==> src/rtl/poly_align.sv <==
// rtl/poly_align.sv - shifts a GF(2^12) polynomial up so its leading term lands at a target degree
module poly_align #(
  parameter int COEF_W   = 12,
  parameter int NUM_COEF = 12,
  parameter int DAT_W    = COEF_W * NUM_COEF,
  parameter int DEG_W    = 4
) (
  input  logic               clk,
  input  logic               rst_b,
  input  logic               start,
  input  logic [0:DAT_W-1]   poly_in,
  input  logic [DEG_W-1:0]   poly_deg_in,
  input  logic [DEG_W-1:0]   target_deg,
  output logic               busy,
  output logic               align_done,
  output logic               align_err,
  output logic [0:DAT_W-1]   poly_out,
  output logic [COEF_W-1:0]  lead_coef_out,
  output logic [DEG_W-1:0]   shift_amt_out
);

  typedef enum logic [1:0] {IDLE, SHIFT, DONE} state_t;

  localparam logic [DEG_W-1:0] MAX_DEG = DEG_W'(NUM_COEF - 1);

  state_t            state;
  state_t            state_nx;
  logic [DEG_W-1:0]  cnt;
  logic [DEG_W-1:0]  diff;
  logic              req_err;
  logic              accept;
  logic [COEF_W-1:0] lead_sel;
  logic [COEF_W-1:0] coef [NUM_COEF];

  assign accept  = (state == IDLE) && start;
  assign diff    = target_deg - poly_deg_in;
  assign req_err = (poly_deg_in > target_deg) || (target_deg > MAX_DEG);
  assign busy    = (state != IDLE);

  // Degrees beyond the last slot have no coefficient and report zero.
  always_comb begin
    lead_sel = '0;
    for (int i = 0; i < NUM_COEF; i++) begin
      if (poly_deg_in == DEG_W'(i)) begin
        lead_sel = poly_in[i*COEF_W +: COEF_W];
      end
    end
  end

  always_ff @(posedge clk or negedge rst_b) begin
    if (!rst_b) begin
      state <= IDLE;
    end else begin
      state <= state_nx;
    end
  end

  always_comb begin
    state_nx = state;
    case (state)
      IDLE: begin
        if (start) begin
          if (req_err || (diff == '0)) begin
            state_nx = DONE;
          end else begin
            state_nx = SHIFT;
          end
        end
      end
      SHIFT: begin
        if (cnt == DEG_W'(1)) begin
          state_nx = DONE;
        end
      end
      DONE:    state_nx = IDLE;
      default: state_nx = IDLE;
    endcase
  end

  // The working register doubles as poly_out; it only moves while busy.
  always_ff @(posedge clk or negedge rst_b) begin
    if (!rst_b) begin
      for (int i = 0; i < NUM_COEF; i++) begin
        coef[i] <= '0;
      end
      cnt           <= '0;
      align_done    <= 1'b0;
      align_err     <= 1'b0;
      lead_coef_out <= '0;
      shift_amt_out <= '0;
    end else begin
      align_done <= (state == DONE);
      if (accept) begin
        for (int i = 0; i < NUM_COEF; i++) begin
          coef[i] <= poly_in[i*COEF_W +: COEF_W];
        end
        cnt           <= req_err ? '0 : diff;
        shift_amt_out <= req_err ? '0 : diff;
        align_err     <= req_err;
        lead_coef_out <= lead_sel;
      end else if (state == SHIFT) begin
        for (int i = NUM_COEF - 1; i > 0; i--) begin
          coef[i] <= coef[i-1];
        end
        coef[0] <= '0;
        cnt     <= cnt - DEG_W'(1);
      end
    end
  end

  for (genvar g = 0; g < NUM_COEF; g++) begin : g_out
    assign poly_out[g*COEF_W +: COEF_W] = coef[g];
  end

endmodule

==> config.mk <==
export PLATFORM = sky130hd
export DESIGN_NAME = poly_align
export DESIGN_NICKNAME = d
export VERILOG_FILES = /design/src/rtl/poly_align.sv
export SDC_FILE = /design/constraint.sdc
export NUM_CORES = 1
export LEC_CHECK = 0
export CAP_MARGIN = 20
export CORE_AREA = 2 2 141 143
export DETAILED_ROUTE_END_ITERATION = 12
export DIE_AREA = 0 0 143 145
export GPL_ROUTABILITY_DRIVEN = 0
export PLACE_DENSITY = 0.8
export SLEW_MARGIN = 20
export SYNTH_ARGS = -nofsm -noshare
export SYNTH_HDL_FRONTEND = slang
export SYNTH_SLANG_ARGS = --single-unit
==> constraint.sdc <==
create_clock -name clk -period 1.92 [get_ports clk]
set_input_delay 0.192 -clock clk [delete_from_list [all_inputs] [get_ports clk]]
set_output_delay 0.192 -clock clk [all_outputs]
set_load 0.05 [all_outputs]
==> impl_metrics.py <==
metrics = {
    "detailed_routing": {
        "viasPerCell": 5.71,
        "dr.pass1.iters": 5,
        "drc": 0,
        "totalWireLength_mm": 31.7,
        "drt_iter0_drc": 657,
        "num_vias": 8470,
        "final_antenna_net_count": 0,
        "wl_per_cell_um": 21.3,
    },
    "synthesis": {
        "synth_adder_area_share": 0.0113,
        "ys_ff_latch": 168,
        "synth_top_cells_by_count": "308 x nand2_1, 168 x dfrtp_1, 132 x a22oi_1",
        "synth.net_count": 1033,
        "synth_top_family_by_area": "compound AO/OA/AOI/OAI gates",
        "ys_types": 57,
        "syn_area_um2": 8450,
        "synth.largest_area_cell": "dfrtp_1",
        "synth.area.top_cells": "dfrtp_1 50%, nand2_1 14%, a22oi_1 12%",
        "ys_warn_count": 0,
        "synthMuxAreaShare": 0.0862,
        "synthCells": 871,
        "synth_xor_area_frac": 0.00207,
        "synth_top_area_frac": 0.497,
        "synthArstFlopShare": 1.00,
        "yosys.area_share.simple": 0.168,
        "synth.most_common_cell": "nand2_1",
        "ys.flop_type": "dfrtp_1",
        "seq_area_frac_synth": 0.497,
        "synth_edf_count": 0,
        "synth-compound-area-share": 0.192,
        "synth_area_per_cell_um2": 9.70,
    },
    "setup_path": {
        "startpoint_type": "flop",
        "crit_buf_inv": 1,
        "arrival_ns": 1.69,
        "cpLargestDelayFamily": "buffers and inverters",
        "crit_chain": "clkdlybuf4s50_1",
        "rr_worst_depth": 4,
        "cp.required_ns": 1.73,
        "slowest_delay_ns": 0.87,
        "setup.worst_path.end_class": "primary output",
        "critical_path_class": "flop to primary output",
        "r2r_end": "lead_coef_out[1]",
        "critPathSlowestCell": "clkdlybuf4s50_1",
        "regToRegStartpoint": "state[1]",
        "r2r_setup_slack_ns": 0.16,
        "path_max_fanout": 3,
    },
    "final_layout": {
        "finalNetCount": 1368,
        "area_delta_synth_final_pct": 52.9,
        "fillers": 1515,
        "drive_above_1_share": 0.124,
        "multi_input_area_um2": 3910,
        "final_util": 0.673,
        "seqCellArea_um2": 4200,
    },
    "die": {
        "initial_core_util": 0.440,
        "pin_count": 318,
        "dieArea_um2": 20700,
        "die_w_um": 143,
        "die_h_um": 145,
        "core_um2": 19200,
        "std_cell_rows": 51,
    },
    "clock_tree": {
        "path_clk_slew_ns": 0.07,
        "cts_buffer_depth": 2,
        "clk_latency_ns": 0.43,
        "root_buffer": "clkbuf_16",
        "cts.sinks": 168,
        "cts_max_level": 4,
        "cts_tree": "built",
        "cts_buffers": 17,
    },
    "pwr": {
        "p_leak_nw": 5.81,
        "p_total_mw": 25.5,
        "power.density_nw_per_um2": 1980,
        "power_frac_clock": 0.134,
        "p_sw_frac": 0.517,
        "peakVddDrop_mv": 1.10,
        "combPwrFrac": 0.599,
        "power_frac_seq": 0.267,
        "p_int_mw": 12.3,
        "switching_power_mw": 13.2,
    },
    "sta": {
        "period_share": 0.982,
        "fin_skew_ns": 0.00956,
        "tightestPinTransition_ns": 0.578,
        "relSlewSlack": 0.614,
        "max_freq_ghz": 0.530,
        "post-route-min-period_ns": 1.89,
        "hold_viol": 0,
        "maxSlewViolCount": 0,
        "rsz0062_at_grt": "no",
        "setup_slack_ns": 0.0343,
        "setup_viol": 0,
    },
    "grt": {
        "grt_max_degree": 61,
        "antenna_found_initial": 4,
        "grt_pass1_vias": 8440,
        "globalRouteOverflowTotal": 0,
        "grt_first_pass_wirelength_mm": 48.8,
        "groute.usage.overall": 0.307,
    },
    "place": {
        "dpl.hpwl_mm": 24.0,
        "port_buffers": 317,
        "post-place-ws_ns": -0.269,
    },
    "worst_hold_path": {
        "hold_depth": 3,
        "hold_end": "shift_amt_out[0]",
        "worstHoldStart": "poly_deg_in[0]",
        "hold_class": "input port to flop",
    },
    "run_status": {
        "outcome": "finished clean",
    },
    "flow_run": {
        "maxCapViolations": 0,
    },
}
-- logic make-up after synthesis --
| kind of cell | Yosys count |
|---|---|
| adders and majority gates | 7 |
| xor gates and xnor gates | 2 |
| buffers and inverters | 78 |
| and+or+nand+nor | 352 |
| DFF | 168 |
| AOI/OAI and AO/OA | 223 |
| muxes | 41 |
-- final cells by class --
cell class                      count  share of cell area
Sequential cell                   168               0.325
Timing Repair Buffer              383               0.299
Tap cell                          265              0.0257
Multi-Input combinational cell    625               0.303
Clock inverter                     13              0.0104
Antenna cell                        1            0.000194
Clock buffer                       18              0.0340
Inverter                           11             0.00320
-- layout by cell type, fill, tap and decap left out, drive strengths merged, types with 5 or more instances in the layout --
master	count
a21o	5
a21oi	10
a221oi	5
a22oi	132
buf	77
clkbuf	19
clkdlybuf4s50	302
dfrtp	168
ha	6
inv	19
mux2i	12
mux4	25
nand2	309
nand2b	5
nand3	6
nor2	6
nor2b	8
o211ai	6
o21ai	30
o221a	6
o22ai	7
-- power groups by stage --
stage	clock [mW]	combinational [mW]	sequential (mW)
2_1_floorplan	0	3.78	12.3
3_3_place_gp	0	15.0	6.79
3_5_place_dp	0	15.3	6.83
4_1_cts	3.46	15.3	6.81
5_1_grt	3.60	16.1	7.03
6_report	3.42	15.3	6.83
-- metal layers --
layer / share of wire / global-route usage / up-vias
met5: 0.00069 / 0 / -
met4: 0.036 / 0.128 / 4
met3: 0.084 / 0.0752 / 76
met2: 0.47 / 0.481 / 457
met1: 0.41 / 0.407 / 4142
li1: - / - / 3791
-- metrics by stage --
stage                     hold slack [ns]  std cells  TNS, ns  area [um^2]
after global placement              0.157       1451    -1.05        12300
after detailed placement            0.161       1451    -1.82        12300
after global routing                0.226       1484        0        12900
after floorplan                    -0.104        871        0         8450
after CTS                           0.219       1483        0        12900
final                               0.225       1484        0        12900
-- flip-flops by register name (all words and copies together), names as in the netlist --
name,cells
align_done,1
align_err,1
cnt,4
lead_coef_out,12
poly_out,144
shift_amt_out,4
state,2
-- worst max-delay path by stage --
stage | start | to | slack [ns] | cells after the start
finish | poly_out[14] | poly_out[14] | 0.03 | 1
floorplan | poly_deg_in[3] | cnt[3] | 0.17 | 7
detailed placement | target_deg[0] | cnt[2] | -0.27 | 9
global route | poly_out[98] | poly_out[98] | 0.007 | 1
global placement | target_deg[0] | cnt[2] | -0.19 | 9
CTS | poly_out[41] | poly_out[41] | 0.02 | 1
-- what timing repair did --
item | 4_1_cts | 5_1_grt
hold buffers | 1 | 0
setup endpoints to repair | 0 | 2
buffers inserted | 0 | 0
endpoints found under the hold margin | 40 | 0
resized for setup | 0 | 2
Power figures use the tool's default switching activity.
